### config.mk
export PLATFORM = sky130hd
export DESIGN_NAME = exec_unit
export DESIGN_NICKNAME = d
export VERILOG_FILES = /design/src/rtl/risc_pkg.sv /design/src/rtl/div_iter.sv /design/src/rtl/exec_unit.sv
export SDC_FILE = /design/constraint.sdc
export NUM_CORES = 2
export LEC_CHECK = 0
export ABC_AREA = 1
export CAP_MARGIN = 25
export CORE_MARGIN = 2
export CORE_UTILIZATION = 31
export CTS_CLUSTER_DIAMETER = 60
export DETAILED_ROUTE_END_ITERATION = 16
export GPL_ROUTABILITY_DRIVEN = 0
export PLACE_DENSITY = 0.47
export SETUP_SLACK_MARGIN = 0.5
export SYNTH_ARGS = -nofsm -noshare
export SYNTH_HDL_FRONTEND = slang
export SYNTH_HIERARCHICAL = 1
export SYNTH_SLANG_ARGS = --single-unit
export TNS_END_PERCENT = 100
### constraint.sdc
create_clock -name clk -period 4.4 [get_ports clk]
set_input_delay 0.66 -clock clk [delete_from_list [all_inputs] [get_ports clk]]
set_output_delay 0.66 -clock clk [all_outputs]
set_load 0.03 [all_outputs]
### src/rtl/risc_pkg.sv
`default_nettype none
// +------------------------------------------------------------------+
// | risc_pkg : shared operation and state encodings for the core     |
// | rev 1.1                                                          |
// +------------------------------------------------------------------+
package risc_pkg;

  typedef enum logic [3:0] {
    ALU_ADD  = 4'd0,
    ALU_SUB  = 4'd1,
    ALU_SLL  = 4'd2,
    ALU_SRL  = 4'd3,
    ALU_SRA  = 4'd4,
    ALU_OR   = 4'd5,
    ALU_AND  = 4'd6,
    ALU_XOR  = 4'd7,
    ALU_SLTU = 4'd8,
    ALU_SLT  = 4'd9
  } alu_op_t;

  typedef enum logic [4:0] {
    OP_ADD    = 5'd0,
    OP_SUB    = 5'd1,
    OP_SLL    = 5'd2,
    OP_SRL    = 5'd3,
    OP_SRA    = 5'd4,
    OP_OR     = 5'd5,
    OP_AND    = 5'd6,
    OP_XOR    = 5'd7,
    OP_SLTU   = 5'd8,
    OP_SLT    = 5'd9,
    OP_MUL    = 5'd10,
    OP_MULH   = 5'd11,
    OP_MULHSU = 5'd12,
    OP_MULHU  = 5'd13,
    OP_DIV    = 5'd14,
    OP_DIVU   = 5'd15,
    OP_REM    = 5'd16,
    OP_REMU   = 5'd17
  } exec_op_t;

  typedef enum logic [1:0] {
    ST_IDLE = 2'd0,
    ST_DIV  = 2'd1,
    ST_HOLD = 2'd2
  } exec_state_t;

  function automatic logic is_div_op(input exec_op_t op);
    return (op == OP_DIV) || (op == OP_DIVU) || (op == OP_REM) || (op == OP_REMU);
  endfunction

endpackage
`default_nettype wire

### src/rtl/div_iter.sv
`default_nettype none
// +------------------------------------------------------------------+
// | div_iter : unsigned restoring divider, one quotient bit per clk   |
// | rev 1.0                                                          |
// +------------------------------------------------------------------+
module div_iter #(
  parameter int XLEN = 32
) (
  input  logic            clk,
  input  logic            rst_n,
  input  logic            start,
  input  logic            flush,
  input  logic [XLEN-1:0] dividend,
  input  logic [XLEN-1:0] divisor,
  output logic [XLEN-1:0] quotient,
  output logic [XLEN-1:0] remainder,
  output logic            done
);

  localparam int CNT_W = $clog2(XLEN + 1);

  logic [CNT_W-1:0] r_count;
  logic             r_active;
  logic [XLEN-1:0]  r_quo;
  logic [XLEN-1:0]  r_rem;
  logic [XLEN-1:0]  r_dvs;
  logic [XLEN:0]    w_shift;
  logic [XLEN:0]    w_diff;

  // Dividend bits shift out of r_quo into the partial remainder while
  // quotient bits shift in from the bottom.
  assign w_shift   = {r_rem, r_quo[XLEN-1]};
  assign w_diff    = w_shift - {1'b0, r_dvs};
  assign done      = r_active && (r_count == '0);
  assign quotient  = r_quo;
  assign remainder = r_rem;

  always_ff @(posedge clk or negedge rst_n) begin
    if (!rst_n) begin
      r_count  <= '0;
      r_active <= 1'b0;
      r_quo    <= '0;
      r_rem    <= '0;
      r_dvs    <= '0;
    end else if (flush) begin
      r_count  <= '0;
      r_active <= 1'b0;
      r_quo    <= '0;
      r_rem    <= '0;
    end else if (start) begin
      r_count  <= CNT_W'(XLEN);
      r_active <= 1'b1;
      r_quo    <= dividend;
      r_rem    <= '0;
      r_dvs    <= divisor;
    end else if (r_active && (r_count != '0)) begin
      r_rem   <= w_diff[XLEN] ? w_shift[XLEN-1:0] : w_diff[XLEN-1:0];
      r_quo   <= {r_quo[XLEN-2:0], ~w_diff[XLEN]};
      r_count <= r_count - CNT_W'(1);
    end else if (done) begin
      r_active <= 1'b0;
    end
  end

endmodule
`default_nettype wire

### src/rtl/exec_unit.sv
`default_nettype none
// +------------------------------------------------------------------+
// | exec_unit : RV32I ALU + M-extension execute stage, valid/ready    |
// | rev 2.0                                                          |
// +------------------------------------------------------------------+
module exec_unit
  import risc_pkg::*;
#(
  parameter  int XLEN    = 32,
  localparam int SHAMT_W = $clog2(XLEN)
) (
  input  logic            clk,
  input  logic            rst_n,
  input  logic            flush,
  input  logic            in_valid,
  output logic            in_ready,
  input  exec_op_t        op,
  input  logic [XLEN-1:0] a,
  input  logic [XLEN-1:0] b,
  output logic            out_valid,
  input  logic            out_ready,
  output logic [XLEN-1:0] result,
  output logic            busy
);

  localparam logic [XLEN-1:0] c_int_min = {1'b1, {(XLEN-1){1'b0}}};

  exec_state_t       r_state;
  logic [XLEN-1:0]   r_result;
  logic              r_out_valid;
  logic              r_neg_q;
  logic              r_neg_r;
  logic              r_want_rem;

  logic              w_accept;
  logic              w_signed_div;
  logic              w_b_zero;
  logic              w_ovf;
  logic              w_long_div;
  logic              w_div_done;
  logic [SHAMT_W-1:0] w_shamt;
  logic [XLEN-1:0]   w_fast;
  logic [XLEN-1:0]   w_div_a;
  logic [XLEN-1:0]   w_div_b;
  logic [XLEN-1:0]   w_quo;
  logic [XLEN-1:0]   w_rem;
  logic [XLEN-1:0]   w_div_result;
  logic [2*XLEN-1:0] w_mul_a;
  logic [2*XLEN-1:0] w_mul_b;
  logic [2*XLEN-1:0] w_prod;

  assign in_ready  = (r_state == ST_IDLE) || ((r_state == ST_HOLD) && out_ready);
  assign w_accept  = in_valid && in_ready && !flush;
  assign out_valid = r_out_valid;
  assign result    = r_result;
  assign busy      = (r_state == ST_DIV) && !w_div_done;

  assign w_signed_div = (op == OP_DIV) || (op == OP_REM);
  assign w_b_zero     = (b == '0);
  assign w_ovf        = w_signed_div && (a == c_int_min) && (b == '1);
  assign w_long_div   = is_div_op(op) && !w_b_zero && !w_ovf;
  assign w_div_a      = (w_signed_div && a[XLEN-1]) ? -a : a;
  assign w_div_b      = (w_signed_div && b[XLEN-1]) ? -b : b;
  assign w_shamt      = b[SHAMT_W-1:0];

  // Operands are extended to 2*XLEN so one modular product serves every
  // signedness combination.
  assign w_mul_a = {{XLEN{a[XLEN-1] && ((op == OP_MULH) || (op == OP_MULHSU))}}, a};
  assign w_mul_b = {{XLEN{b[XLEN-1] && (op == OP_MULH)}}, b};
  assign w_prod  = w_mul_a * w_mul_b;

  always_comb begin
    w_fast = '0;
    case (op)
      OP_ADD:    w_fast = a + b;
      OP_SUB:    w_fast = a - b;
      OP_SLL:    w_fast = a << w_shamt;
      OP_SRL:    w_fast = a >> w_shamt;
      OP_SRA:    w_fast = $signed(a) >>> w_shamt;
      OP_OR:     w_fast = a | b;
      OP_AND:    w_fast = a & b;
      OP_XOR:    w_fast = a ^ b;
      OP_SLTU:   w_fast = {{(XLEN-1){1'b0}}, (a < b)};
      OP_SLT:    w_fast = {{(XLEN-1){1'b0}}, ($signed(a) < $signed(b))};
      OP_MUL:    w_fast = w_prod[XLEN-1:0];
      OP_MULH,
      OP_MULHSU,
      OP_MULHU:  w_fast = w_prod[2*XLEN-1:XLEN];
      // Only the divide-by-zero and signed-overflow cases resolve here.
      OP_DIV,
      OP_DIVU:   w_fast = w_b_zero ? '1 : a;
      OP_REM,
      OP_REMU:   w_fast = w_b_zero ? a : '0;
      default:   w_fast = '0;
    endcase
  end

  assign w_div_result = r_want_rem ? (r_neg_r ? -w_rem : w_rem)
                                   : (r_neg_q ? -w_quo : w_quo);

  div_iter #(
    .XLEN (XLEN)
  ) u_div_iter (
    .clk       (clk),
    .rst_n     (rst_n),
    .start     (w_accept && w_long_div),
    .flush     (flush),
    .dividend  (w_div_a),
    .divisor   (w_div_b),
    .quotient  (w_quo),
    .remainder (w_rem),
    .done      (w_div_done)
  );

  always_ff @(posedge clk or negedge rst_n) begin
    if (!rst_n) begin
      r_state     <= ST_IDLE;
      r_result    <= '0;
      r_out_valid <= 1'b0;
      r_neg_q     <= 1'b0;
      r_neg_r     <= 1'b0;
      r_want_rem  <= 1'b0;
    end else if (flush) begin
      r_state     <= ST_IDLE;
      r_out_valid <= 1'b0;
    end else begin
      case (r_state)
        ST_DIV: begin
          if (w_div_done) begin
            r_result    <= w_div_result;
            r_out_valid <= 1'b1;
            r_state     <= ST_HOLD;
          end
        end
        ST_IDLE, ST_HOLD: begin
          if ((r_state == ST_HOLD) && out_ready) begin
            r_out_valid <= 1'b0;
            r_state     <= ST_IDLE;
          end
          if (w_accept) begin
            r_neg_q    <= w_signed_div && (a[XLEN-1] ^ b[XLEN-1]);
            r_neg_r    <= w_signed_div && a[XLEN-1];
            r_want_rem <= (op == OP_REM) || (op == OP_REMU);
            if (w_long_div) begin
              r_out_valid <= 1'b0;
              r_state     <= ST_DIV;
            end else begin
              r_result    <= w_fast;
              r_out_valid <= 1'b1;
              r_state     <= ST_HOLD;
            end
          end
        end
        default: begin
          r_out_valid <= 1'b0;
          r_state     <= ST_IDLE;
        end
      endcase
    end
  end

endmodule
`default_nettype wire

==> results.cfg <==
[outcome]
status = finished with violations
violations = negative setup slack

[logic_synthesis]
async_reset_ff_share_pct = 100
synth_top_area_cell = fa_1
ys_types = 62
synth.avg_cell_area_um2 = 6.81
synth_edf_count = 0
ys_ff_latch = 140
yosysTopAreaCellShare_pct = 36.1
syn-num-nets = 10700
yosysSeqAreaShare_pct = 5.60
synth-main-ff-cell = dfrtp_1
syn_inst = 9182
netlist_top_cells_area = fa_1 36%, nand2_1 15%, inv_1 13%
syn_area_mm2 = 0.0626
yosys_warnings = 6

[drt]
drc = 0
routed_via_density = 5.02
wl_um = 284000
drtAntennaViolNets = 0
route.vias.total = 63500
avgRoutedWirePerCell_um = 22.5
drtIter0Drc = 6123
dr.pass1.iters = 10

[global_route]
antenna_found_initial = 22
grt_max_degree = 75
grt_pass1_wl_um = 423000
grt_overflow = 0
grt_pass1_vias = 64600
grt_usage_pct = 27.7

[die]
die_w_um = 453
core_area_mm2 = 0.200
start_util_pct = 31.3
io_pins = 109
dieArea_mm2 = 0.205
row_count = 164
die_h_um = 453

[worst_setup_path]
cp.required_ps = 4750
max_stage_delay_ps = 630
crit_type = in -> reg
critPathCaptureType = flop
slowest_stage = fa_2
crit_top_cell = fa_1
crit_arrival_ps = 8260
path_max_fanout = 5
worstSetupStartpointType = primary input

[sta]
relSlewSlack_pct = 30.7
finalCritPeriodShare_pct = 180
fin_crit_ps = 7910
skew_ps = 15.5
hold_viol_final = 0
finalSetupTns_ps = -103230
whs_ps = 199
setup_violations = 32
tightest_slew_ps = 1040
fin_ws_ps = -3510
fmax_mhz = 126
rsz0062_at_grt = yes
slew_violations = 0

[placement]
dpl-instance-area_mm2 = 0.0750
place_ws_ps = -4420
portBuffers = 108
dp.final_hpwl_um = 242000

[cells_and_area]
design_area_mm2 = 0.0773
syn_to_final_growth_pct = 23.6
drive_gt1_share_pct = 16.7
final_common_cell = nand2_1
nets = 11500
final_cell_mix = 2,473 x nand2_1, 2,108 x inv_1, 1,098 x fa_1, 948 x buf_4, 551 x nand3_1

[flow_run]
max_cap_violations = 0

[clocking]
cts_sinks = 140
cts_hold_buf = 0
clockBufferDepth = 2
ctsHtreeMaxLevel = 4
clk_pin_slew_ps = 60
cts_made_buffers = 17
clk_latency_ps = 480
cts-root-buf = clkbuf_16
cts_tree = yes

[hold_path]
hp-class = in -> async
[layout make-up]
cell class	instances	area (um2)
tap	2656	3320
antenna	20	50.0
sequential	140	3500
timing repair buffer	1200	10700
inverter	2191	8270
multi-input combinational	6430	51000
fill	21300	123000
clock buffer	20	457
clock inverter	11	96.3
[per-stage QoR]
stage	instances	utilization, %
floorplan	9182	-
global placement	12600	37.5
detailed placement	12600	37.5
CTS	12600	38.3
global route	12700	38.6
finish	12700	38.7
[path summary, 6_finish.rpt]
kind                       slack (ps)  depth (start not counted)                                   end                           startpoint
max                             -3510                         41                result[24]$_DFFE_PN0P_                                op[1]
min                               200                          1  u_div_iter/remainder[30]$_DFFE_PN0P_                                rst_n
max reg2reg                      1150                         11                result[18]$_DFFE_PN0P_  u_div_iter/remainder[0]$_DFFE_PN0P_
min reg2reg                       500                          1     u_div_iter/r_count[0]$_DFFE_PN0P_    u_div_iter/r_count[0]$_DFFE_PN0P_
max in group asynchronous        3280                          2   u_div_iter/remainder[2]$_DFFE_PN0P_                                rst_n
min in group clk                  500                          1     u_div_iter/r_count[0]$_DFFE_PN0P_    u_div_iter/r_count[0]$_DFFE_PN0P_
[logic make-up after synthesis]
kind of cell | share of synthesized area, %
and+or+nand+nor | 26.2
buffers and inverters | 16.0
adders and majority gates | 43.1
AOI/OAI and AO/OA | 7.89
DFF | 5.60
xor gates and xnor gates | 1.30
[flip-flops by register name, indices dropped and copies added, names as in the netlist]
register              cells
u_div_iter/r_dvs         32
u_div_iter/remainder     32
r_want_rem                1
r_neg_q                   1
u_div_iter/quotient      32
r_state                   2
result                   32
r_neg_r                   1
u_div_iter/r_active       1
u_div_iter/r_count        6
[worst max-delay path: cells and delay by family]
kind                     cells  cell delay [ps]
adder cells (fa/ha/maj)      9             4610
AO/OA/AOI/OAI                1               80
buffers and inverters       16             1390
AND/OR/NAND/NOR             15             1520
[Yosys cell counts (8+ instances only)]
| cell | count |
|---|---|
| fa_1 | 1128 |
| buf_2 | 74 |
| a21oi_2 | 11 |
| o21bai_1 | 19 |
| o221ai_1 | 11 |
| buf_1 | 96 |
| clkinv_1 | 12 |
| xnor2_1 | 23 |
| inv_2 | 18 |
| nand2_1 | 2550 |
| dfrtp_1 | 140 |
| clkbuf_1 | 237 |
| a31oi_1 | 14 |
| nand3b_1 | 31 |
| or2_2 | 13 |
| a21boi_0 | 9 |
| o21ai_0 | 358 |
| nand4_1 | 90 |
| nor2_1 | 568 |
| o21ai_1 | 8 |
| nand3_1 | 579 |
| nor2_2 | 15 |
| o211ai_1 | 31 |
| o22ai_1 | 14 |
| a21o_1 | 12 |
| a22oi_1 | 31 |
| nor3_1 | 53 |
| buf_6 | 10 |
| a21oi_1 | 357 |
| ha_1 | 348 |
| xor2_1 | 70 |
| inv_1 | 2159 |
| nor4_1 | 23 |
[per-layer routing]
metal	routed length (um)	vias up	global-route usage [%]
met5	67	-	0
met4	20500	12	16.0
met3	21300	648	4.60
met2	128000	2595	44.1
met1	115000	31300	35.3
li1	-	29000	-
[repair_timing]
item	4_1_cts	5_1_grt
pin swaps	128	100
buffers inserted	28	17
resized for setup	272	123
cloned	2	1
endpoints found under the setup margin	32	62
Power is not shown: default switching activity piles up to over one toggle a cycle in this logic, so the estimate is an artifact.
